### src/rtl/mul_pkg.sv
// Shared types and constants for the UART/SPI multiplier-sharing controller.
package mul_pkg;

    localparam int unsigned OP_W   = 8;
    localparam int unsigned PROD_W = 16;

    // Requester identifiers, also the encoding of grant_id
    localparam logic REQ_UART = 1'b0;
    localparam logic REQ_SPI  = 1'b1;

    // ST_PIPE is only reachable when MUL_PIPE_EN is defined
    typedef enum logic [1:0] {
        ST_IDLE = 2'd0,
        ST_CALC = 2'd1,
        ST_PIPE = 2'd2,
        ST_RESP = 2'd3
    } state_e;

    typedef struct packed {
        logic [OP_W-1:0] a;
        logic [OP_W-1:0] b;
    } operands_t;

endpackage

### src/rtl/mul_share_ctrl_if.sv
// Request/response handshake bundle for the UART and SPI requesters.
interface mul_share_ctrl_if;
    import mul_pkg::*;

    logic              u_req_valid;
    logic              u_req_ready;
    logic [OP_W-1:0]   u_a;
    logic [OP_W-1:0]   u_b;
    logic              u_rsp_valid;
    logic              u_rsp_ready;
    logic [PROD_W-1:0] u_rsp_prod;

    logic              s_req_valid;
    logic              s_req_ready;
    logic [OP_W-1:0]   s_a;
    logic [OP_W-1:0]   s_b;
    logic              s_rsp_valid;
    logic              s_rsp_ready;
    logic [PROD_W-1:0] s_rsp_prod;

    // Controller side
    modport slave (
        input  u_req_valid, u_a, u_b, u_rsp_ready,
        input  s_req_valid, s_a, s_b, s_rsp_ready,
        output u_req_ready, u_rsp_valid, u_rsp_prod,
        output s_req_ready, s_rsp_valid, s_rsp_prod
    );

    // Requester side
    modport master (
        output u_req_valid, u_a, u_b, u_rsp_ready,
        output s_req_valid, s_a, s_b, s_rsp_ready,
        input  u_req_ready, u_rsp_valid, u_rsp_prod,
        input  s_req_ready, s_rsp_valid, s_rsp_prod
    );

endinterface

### src/rtl/i8bit_mul.sv
// Combinational 8x8 unsigned Vedic (Urdhva-Tiryagbhyam) multiplier built from 2x2 and 4x4 blocks.
module i8bit_mul
    import mul_pkg::*;
(
    input  logic [OP_W-1:0]   a,
    input  logic [OP_W-1:0]   b,
    output logic [PROD_W-1:0] p
);

    // 2x2 vertical-and-crosswise cell
    function automatic logic [3:0] vedic2(input logic [1:0] x, input logic [1:0] y);
        logic t1, t2, t3, c1;
        t1 = x[1] & y[0];
        t2 = x[0] & y[1];
        t3 = x[1] & y[1];
        c1 = t1 & t2;
        return {t3 & c1, t3 ^ c1, t1 ^ t2, x[0] & y[0]};
    endfunction

    // 4x4 from four 2x2 partials
    function automatic logic [7:0] vedic4(input logic [3:0] x, input logic [3:0] y);
        logic [3:0] r0, r1, r2, r3;
        r0 = vedic2(x[1:0], y[1:0]);
        r1 = vedic2(x[3:2], y[1:0]);
        r2 = vedic2(x[1:0], y[3:2]);
        r3 = vedic2(x[3:2], y[3:2]);
        return {r3, 4'h0} + 8'({r1, 2'b00}) + 8'({r2, 2'b00}) + 8'(r0);
    endfunction

    logic [7:0] q0, q1, q2, q3;

    assign q0 = vedic4(a[3:0], b[3:0]);
    assign q1 = vedic4(a[7:4], b[3:0]);
    assign q2 = vedic4(a[3:0], b[7:4]);
    assign q3 = vedic4(a[7:4], b[7:4]);

    // 8x8 from four 4x4 partials
    assign p = {q3, 8'h00} + 16'({q1, 4'h0}) + 16'({q2, 4'h0}) + 16'(q0);

endmodule

### src/rtl/mul_share_ctrl.sv
// Time-shares one 8x8 multiplier between a UART and an SPI requester with
// round-robin arbitration. Define MUL_PIPE_EN to add a product register stage
// (PIPE state), raising accept-to-response latency from 2 to 3 cycles.
module mul_share_ctrl
    import mul_pkg::*;
(
    input  logic            clk,
    input  logic            rst_n,
    mul_share_ctrl_if.slave bus,
    output logic            busy,
    output logic            grant_id
);

    state_e            state_q, state_d;
    operands_t         ops_q, ops_d;
    logic [PROD_W-1:0] prod_q, prod_d;
    logic              grant_q, grant_d;
    logic              prio_q, prio_d;
    logic              u_vld_q, u_vld_d;
    logic              s_vld_q, s_vld_d;
    logic              busy_q, busy_d;
    logic [PROD_W-1:0] mul_p;
    logic              accept_u, accept_s, owner_ready;
`ifdef MUL_PIPE_EN
    logic [PROD_W-1:0] pipe_q, pipe_d;
`endif

    i8bit_mul u_mul (
        .a (ops_q.a),
        .b (ops_q.b),
        .p (mul_p)
    );

    // Arbitration: single valid wins, ties go to prio_q; ready only in IDLE and out of reset
    always_comb begin
        accept_u = 1'b0;
        accept_s = 1'b0;
        if (rst_n && (state_q == ST_IDLE)) begin
            accept_u = bus.u_req_valid && (!bus.s_req_valid || (prio_q == REQ_UART));
            accept_s = bus.s_req_valid && (!bus.u_req_valid || (prio_q == REQ_SPI));
        end
    end

    assign owner_ready = (grant_q == REQ_SPI) ? bus.s_rsp_ready : bus.u_rsp_ready;

    // Next-state and datapath load logic
    always_comb begin
        state_d = state_q;
        ops_d   = ops_q;
        prod_d  = prod_q;
        grant_d = grant_q;
        prio_d  = prio_q;
        u_vld_d = u_vld_q;
        s_vld_d = s_vld_q;
`ifdef MUL_PIPE_EN
        pipe_d  = pipe_q;
`endif
        unique case (state_q)
            ST_IDLE: begin
                if (accept_u || accept_s) begin
                    ops_d   = accept_s ? '{a: bus.s_a, b: bus.s_b} : '{a: bus.u_a, b: bus.u_b};
                    grant_d = accept_s ? REQ_SPI : REQ_UART;
                    prio_d  = accept_s ? REQ_UART : REQ_SPI;
                    state_d = ST_CALC;
                end
            end
            ST_CALC: begin
`ifdef MUL_PIPE_EN
                pipe_d  = mul_p;
                state_d = ST_PIPE;
`else
                prod_d  = mul_p;
                u_vld_d = (grant_q == REQ_UART);
                s_vld_d = (grant_q == REQ_SPI);
                state_d = ST_RESP;
`endif
            end
`ifdef MUL_PIPE_EN
            ST_PIPE: begin
                prod_d  = pipe_q;
                u_vld_d = (grant_q == REQ_UART);
                s_vld_d = (grant_q == REQ_SPI);
                state_d = ST_RESP;
            end
`endif
            ST_RESP: begin
                if (owner_ready) begin
                    u_vld_d = 1'b0;
                    s_vld_d = 1'b0;
                    state_d = ST_IDLE;
                end
            end
            default: begin
                u_vld_d = 1'b0;
                s_vld_d = 1'b0;
                state_d = ST_IDLE;
            end
        endcase
        busy_d = (state_d != ST_IDLE);
    end

    // State and datapath registers
    always_ff @(posedge clk or negedge rst_n) begin
        if (!rst_n) begin
            state_q <= ST_IDLE;
            ops_q   <= '0;
            prod_q  <= '0;
            grant_q <= REQ_UART;
            prio_q  <= REQ_UART;
            u_vld_q <= 1'b0;
            s_vld_q <= 1'b0;
            busy_q  <= 1'b0;
`ifdef MUL_PIPE_EN
            pipe_q  <= '0;
`endif
        end else begin
            state_q <= state_d;
            ops_q   <= ops_d;
            prod_q  <= prod_d;
            grant_q <= grant_d;
            prio_q  <= prio_d;
            u_vld_q <= u_vld_d;
            s_vld_q <= s_vld_d;
            busy_q  <= busy_d;
`ifdef MUL_PIPE_EN
            pipe_q  <= pipe_d;
`endif
        end
    end

    assign bus.u_req_ready = accept_u;
    assign bus.s_req_ready = accept_s;
    assign bus.u_rsp_valid = u_vld_q;
    assign bus.s_rsp_valid = s_vld_q;
    assign bus.u_rsp_prod  = prod_q;
    assign bus.s_rsp_prod  = prod_q;
    assign busy            = busy_q;
    assign grant_id        = grant_q;

endmodule

### src/flat_wrapper.sv
// flat-port wrapper written by rule: the top's interface ports become plain ports
module mul_share_ctrl_flat import mul_pkg::*;
  (clk, rst_n, busy, grant_id, bus_u_req_valid, bus_u_a, bus_u_b, bus_u_rsp_ready, bus_s_req_valid, bus_s_a, bus_s_b, bus_s_rsp_ready, bus_u_req_ready, bus_u_rsp_valid, bus_u_rsp_prod, bus_s_req_ready, bus_s_rsp_valid, bus_s_rsp_prod);
  mul_share_ctrl_if bus_i ();
  input  logic clk;
  input  logic rst_n;
  output logic busy;
  output logic grant_id;
  input wire logic [$bits(bus_i.u_req_valid)-1:0] bus_u_req_valid;
  input wire logic [$bits(bus_i.u_a)-1:0] bus_u_a;
  input wire logic [$bits(bus_i.u_b)-1:0] bus_u_b;
  input wire logic [$bits(bus_i.u_rsp_ready)-1:0] bus_u_rsp_ready;
  input wire logic [$bits(bus_i.s_req_valid)-1:0] bus_s_req_valid;
  input wire logic [$bits(bus_i.s_a)-1:0] bus_s_a;
  input wire logic [$bits(bus_i.s_b)-1:0] bus_s_b;
  input wire logic [$bits(bus_i.s_rsp_ready)-1:0] bus_s_rsp_ready;
  output wire logic [$bits(bus_i.u_req_ready)-1:0] bus_u_req_ready;
  output wire logic [$bits(bus_i.u_rsp_valid)-1:0] bus_u_rsp_valid;
  output wire logic [$bits(bus_i.u_rsp_prod)-1:0] bus_u_rsp_prod;
  output wire logic [$bits(bus_i.s_req_ready)-1:0] bus_s_req_ready;
  output wire logic [$bits(bus_i.s_rsp_valid)-1:0] bus_s_rsp_valid;
  output wire logic [$bits(bus_i.s_rsp_prod)-1:0] bus_s_rsp_prod;
  assign bus_i.u_req_valid = bus_u_req_valid;
  assign bus_i.u_a = bus_u_a;
  assign bus_i.u_b = bus_u_b;
  assign bus_i.u_rsp_ready = bus_u_rsp_ready;
  assign bus_i.s_req_valid = bus_s_req_valid;
  assign bus_i.s_a = bus_s_a;
  assign bus_i.s_b = bus_s_b;
  assign bus_i.s_rsp_ready = bus_s_rsp_ready;
  assign bus_u_req_ready = bus_i.u_req_ready;
  assign bus_u_rsp_valid = bus_i.u_rsp_valid;
  assign bus_u_rsp_prod = bus_i.u_rsp_prod;
  assign bus_s_req_ready = bus_i.s_req_ready;
  assign bus_s_rsp_valid = bus_i.s_rsp_valid;
  assign bus_s_rsp_prod = bus_i.s_rsp_prod;
  mul_share_ctrl u_core (.clk(clk), .rst_n(rst_n), .bus(bus_i), .busy(busy), .grant_id(grant_id));
endmodule
### config.mk
export PLATFORM = sky130hd
export DESIGN_NAME = mul_share_ctrl_flat
export DESIGN_NICKNAME = d
export VERILOG_FILES = /design/src/rtl/mul_pkg.sv /design/src/rtl/mul_share_ctrl_if.sv /design/src/rtl/i8bit_mul.sv /design/src/rtl/mul_share_ctrl.sv /design/src/flat_wrapper.sv
export SDC_FILE = /design/constraint.sdc
export NUM_CORES = 1
export LEC_CHECK = 0
export CORE_MARGIN = 4
export CORE_UTILIZATION = 54
export CTS_CLUSTER_DIAMETER = 100
export DETAILED_ROUTE_END_ITERATION = 6
export GPL_ROUTABILITY_DRIVEN = 0
export PLACE_DENSITY = 0.82
export SYNTH_ARGS = -nofsm -noshare
export SYNTH_HDL_FRONTEND = slang
export SYNTH_SLANG_ARGS = --single-unit
### constraint.sdc
create_clock -name clk -period 5.8 [get_ports clk]
set_clock_uncertainty 0.1 [all_clocks]
set_input_delay 1.16 -clock clk [delete_from_list [all_inputs] [get_ports clk]]
set_output_delay 1.16 -clock clk [all_outputs]
set_load 0.02 [all_outputs]
==> results.md <==
- XOR/XNOR Fraction of Synth Area: 4.28%
- Cells after synthesis: 438
- Max Cap Viol: 0
- Worst Path Required: 5.85 ns
- Seq cells post-synth: 39
- PortBufs: 75
- Warnings from Yosys: 0
- Final Hold Viols: 0
- Routed WL: 8590 µm
- Post-route setup TNS: 0 ns
- Total CTS buffers: 5
- Synth Area per Inst: 9.34 µm²
- Slew Limit Fails: 0
- R2r endpoint: u_core.bus.s_rsp_prod[14]$_DFFE_PN0P_
- Worst hold path endpoint: u_core.bus.s_rsp_prod[13]$_DFFE_PN0P_
- TritonCTS clock tree: done
- Antenna viol nets, final: 0
- Main synth FF type: dfrtp_1
- Detailed-route via count: 3,086
- Top-level I/O count: 76
- Number of synthesized flops with an enable pin: 0
- Reg-to-reg slack, setup: 0.92 ns
- Total GRT Usage: 21.2%
- Starting density of the core: 56.1%
- P_leak: 2.58 nW
- Maximum vdd ir drop: 0.000321 V
- Placed Area: 4810 µm²
- Hold path start: u_core.bus.s_rsp_prod[13]$_DFFE_PN0P_
- Die ar.: 9030 µm²
- Die Ht: 95.0 µm
- Top cells by count, synth: inv_1, ha_1, and2_1
- Top cells by area, synth: dfrtp_1, ha_1, fa_1, and2_1, inv_1
- Sink Count: 39
- Adder-Cell Fraction of Synth Area: 31.3%
- Power Dens Cells: 626 nW/µm²
- Post-synthesis mux area share: 3.39%
- Post_cts resized: 0
- Crit path launch type: flop
- CORE AREA: 7290 µm²
- Clk pin slew, worst setup/hold paths: 0.09 ns
- Vias per cell: 5.17
- Most numerous cell in the Yosys netlist: inv_1
- WS Path Type: reg -> reg
- # setup viols final: 0
- H-tree depth: 2
- Min-Delay Path Depth: 2
- Mapped Nets: 561
- Biggest area consumer among synthesized cells: dfrtp_1
- Compound-Gate Fraction of Synth Area: 11.5%
- Hold WC Path Type: reg -> reg
- Crit share post-route: 84.1%
- Diodes inserted: 0
- CP startpoint: u_core.ops_q[9]$_DFFE_PN0P_
- Critical Path Fanout Max: 9
- Global-route wire length before repair: 15,100 µm
- Unique masters post-synth: 42
- Clk_lat worst skew: 0.31 ns
- DRT Pass-1 Iters: 4
- Post-detail-place hpwl: 6940 µm
- Final Util: 67.5%
- Crit path capture type: flop
- Setup Buffers After CTS: 0
- Post-Route M1 WL: 3750 µm
- DR WL/cell: 14.4 µm
- Final Net Count: 620
- Top-area cell type share of the netlist area: 23.9%
- Worst r2r path cells: 18
- Root Buffer: clkbuf_8
- RSZ-0062 raised after global routing: no
- Overall power: 3.08 mW
- Met2 Wirelength: 4250 µm
- Reg2reg start: u_core.ops_q[9]$_DFFE_PN0P_
- DR DRC count: 0
- Slew margin rel.: 35.2%
- Final Instance Area: 4920 µm²
- DRT iter0 DRCs: 97
- Met3 wire len: 403 µm
- Grt total ovfl: 0
- Antenna violations before repair: 0
- Period minus WS final: 4.88 ns
- Vias in the first global route: 3,325
- Row count: 31
- Die width: 95.0 µm
- Main combinational cell family by area after synthesis: adder cells
- Top Metal Used: met4
- Post-synthesis simple-gate area fraction: 14.7%
- P&R area growth vs syn: 20.3%
- Peak Freq: 205 MHz
- CTS Hold Bufs: 0
- Async set-or-reset flop fraction in the synthesized netlist: 100%
- Pin count of the biggest net entering global routing: 41
- Netlist Area Pre-Place: 4090 µm²
- CTS Buffer Depth: 2
- Data arrival, critical path: 4.93 ns
- Fraction of layout cells with a size suffix above 1: 5.42%
- Status: finished, final reports clean
- Worst slew pin tran: 0.972 ns
- Register area share after synthesis: 23.9%
[layout make-up]
cell class / count / area [µm²]
Fill cell: 608 / 2370
Sequential cell: 39 / 976
Clock buffer: 5 / 68.8
Inverter: 75 / 282
Timing Repair Buffer: 77 / 761
Multi-Input combinational cell: 299 / 2670
Tap cell: 99 / 124
Clock inverter: 3 / 46.3
[power by group]
group          leakage, nW  internal, mW  total [mW]  switching, mW
combinational         2.04          1.03        2.25           1.22
clock               0.0548         0.130       0.246          0.116
sequential           0.486         0.404       0.587          0.182
total                 2.58          1.56        3.08           1.52
[state kept, by name (all words and copies together) (netlist names)]
signal	flops
u_core.bus.s_rsp_prod	16
u_core.ops_q	16
u_core.state_q	2
u_core.bus.s_rsp_valid	1
u_core.bus.u_rsp_valid	1
u_core.busy	1
u_core.grant_id	1
u_core.prio_q	1
[per-stage QoR]
step                setup slack [ns]  std cells  hold WS (ns)
global route                   0.682        597         0.437
global placement                1.08        589         0.381
detailed placement             0.956        589         0.397
finish                         0.923        597         0.412
CTS                            0.942        597         0.419
floorplan                       1.29        438         0.372
[logic make-up (layout without fill, tap and decap cells)]
logic type,Yosys count,count (layout)
simple gates,114,114
buf+inv,100,160
fa+ha+maj,85,85
compound gates,67,67
flops,39,39
xor+xnor,20,20
mux,13,13
[layout by cell type (no fill, tap or decap), drive strengths merged]
master	n
fa	29
o21ai	18
ha	56
clkdlybuf4s50	74
a21o	14
bufinv	1
o31a	2
a21boi	1
a22o	1
o21bai	1
dfrtp	39
a21oi	11
inv	76
xnor2	9
o22ai	1
mux2	7
and3	1
a32o	2
mux2i	6
clkbuf	5
nand2	49
and2	53
a221oi	1
a31o	2
and4	2
o211ai	1
or3	2
xor2	11
nand2b	2
nor2	3
a31oi	1
clkinvlp	1
nor4	1
nand4b	1
o2111ai	1
a22oi	10
buf	3
[how the worst max path moves through the flow]
stage,to,slack [ns],cells past startpoint
after detailed placement,u_core.bus.s_rsp_prod[14]$_DFFE_PN0P_,0.96,17
final,u_core.bus.s_rsp_prod[14]$_DFFE_PN0P_,0.92,18
after CTS,u_core.bus.s_rsp_prod[14]$_DFFE_PN0P_,0.94,19
after global routing,u_core.bus.s_rsp_prod[14]$_DFFE_PN0P_,0.68,19
after global placement,u_core.bus.s_rsp_prod[14]$_DFFE_PN0P_,1.08,18
after floorplan,u_core.bus.s_rsp_prod[15]$_DFFE_PN0P_,1.29,18
[critical path, stage by stage, from the launching register on]
cell and delay (ns):
dfrtp_1 0.49, and2_1 0.21, ha_1 0.19, ha_1 0.27, inv_1 0.06, fa_1 0.51
inv_1 0.07, fa_1 0.46, a21o_1 0.19, a21oi_1 0.19, xor2_1 0.12, fa_1 0.54
inv_1 0.04, ha_1 0.33, and3_2 0.24, a221oi_4 0.32, o22ai_2 0.13, xor2_1 0.18
o21ai_1 0.07
[routing by layer]
metal | track usage (%) | vias to the layer above
met5 | 0 | -
met1 | 27.1 | 1480
met3 | 3.08 | 17
met4 | 6.97 | 0
li1 | - | 1512
met2 | 36.8 | 77
Power figures use the tool's default switching activity.
==> RTL edit (same flow settings) <==
Reset style: synchronous (`rst_n`), changed in one clocked block.
--- a/src/rtl/mul_share_ctrl.sv
+++ b/src/rtl/mul_share_ctrl.sv
@@ -100,7 +100,7 @@
     end
 
     // State and datapath registers
-    always_ff @(posedge clk or negedge rst_n) begin
+    always_ff @(posedge clk) begin
         if (!rst_n) begin
             state_q <= ST_IDLE;
             ops_q   <= '0;
Formal check against the unedited RTL: not equivalent (Yosys sat finds a counterexample within 4 cycles, from zero or initial values and one cycle with rst_n low; the reset may be asserted at any time).
==> RTL edit against the original RTL <==
- routed wire length grew 10%
- first-iteration DRC count grew 4.1%
- worst hold slack lost 39 ps
- area after synthesis shrank 4.1%
- setup slack gained 11 ps
- final cell count grew 3.0%
- sequential cell count is the same
- final area shrank 3.8%
- critical path type unchanged
- largest cell class unchanged
Power is left out: it rests on default switching activity, and per cell area and clock period it moved more than threefold.
==> RTL edit: results <==
[routing]
wirelength_microns = 9470
drt_iter0_drc = 101
vias = 3331

[timing]
worst_slew_pin_slew_ps = 985

[global_route]
grt_pass1_vias = 3520
grt_start_max_net_pins = 32
grt_pass1_wl_microns = 16100
grt_use_total_pct = 23.2

[place]
dp_hpwl_microns = 7800

[hold_path]
min_from = u_core.prio_q$_SDFFE_PN0P_
hold_end = u_core.prio_q$_SDFFE_PN0P_

[layout]
buffers = 79
clkbuf_count = 6
antennaDiodeCount = 0
nNonClkInverters = 71
fin_nets = 642
multi_input_area_share_pct = 57.0
fill_cells = 571
buffer_area_share_pct = 16.5
drive_above_1_share_pct = 3.47
clock_area_share_pct = 1.85
num-multi-input-gates = 323

[synthesis]
synth_top_cells_by_area = dfxtp_1, ha_1, fa_1
syn_nets = 586
synth_fa_ha_area_share_pct = 32.6
synth_ff_type = dfxtp_1
synth_compound_area_share_pct = 14.9
async_flop_share_pct = 0
ys_seq_area_share_pct = 19.9
synth_xor_area_share_pct = 3.79
synthMuxAreaShare_pct = 0.287
synth_common_cells = inv_1, ha_1, and2_1, nand2_1

[worst_setup_path]
r2r-end = u_core.bus.s_rsp_prod[15]$_SDFFE_PN0P_
r2r_cells = 17
critPathArrivalTime_ps = 4970

[status]
outcome = finished clean
[RTL edit: cell count changes after synthesis, sizes merged, moves of 4 or more]
cell    change
a21oi      +29
a22oi       +7
clkbuf      +6
dfrtp      -39
dfxtp      +39
inv         -4
mux2        -6
mux2i       -6
nand3       +5
o21ai      -13
[RTL edit: worst max-delay path by stage]
stage,endpoint,from,cells after the start
6_report,u_core.bus.s_rsp_prod[15]$_SDFFE_PN0P_,u_core.ops_q[14]$_SDFFE_PN0P_,17
5_1_grt,u_core.bus.s_rsp_prod[15]$_SDFFE_PN0P_,u_core.ops_q[0]$_SDFFE_PN0P_,17
4_1_cts,u_core.bus.s_rsp_prod[15]$_SDFFE_PN0P_,u_core.ops_q[14]$_SDFFE_PN0P_,17
3_5_place_dp,u_core.bus.s_rsp_prod[15]$_SDFFE_PN0P_,u_core.ops_q[14]$_SDFFE_PN0P_,17
3_3_place_gp,u_core.bus.s_rsp_prod[15]$_SDFFE_PN0P_,u_core.ops_q[14]$_SDFFE_PN0P_,17
2_1_floorplan,u_core.bus.s_rsp_prod[15]$_SDFFE_PN0P_,u_core.ops_q[14]$_SDFFE_PN0P_,18
[RTL edit: through the flow]
stage	cells	util (%)	worst slack, ps	hold slack, ps	area [sq um]
global placement	608	66.9	1080	356	4650
detailed placement	608	66.9	960	364	4650
CTS	615	68.2	919	375	4730
finish	615	68.2	934	373	4730
floorplan	463	-	1270	340	3930
global route	615	68.2	636	389	4730
[RTL edit: worst min-delay path, stage by stage, from the launching register on]
cell,delay (ps)
dfxtp_1,320
nand2_1,60
o21bai_1,50
[RTL edit: metal layers]
metal,vias up,global-route usage (%),share of wire [%]
met1,1591,25.4,38
met3,27,3.86,5.7
met5,-,0,0
met4,0,9.77,3.6
li1,1605,-,-
met2,108,43.7,53
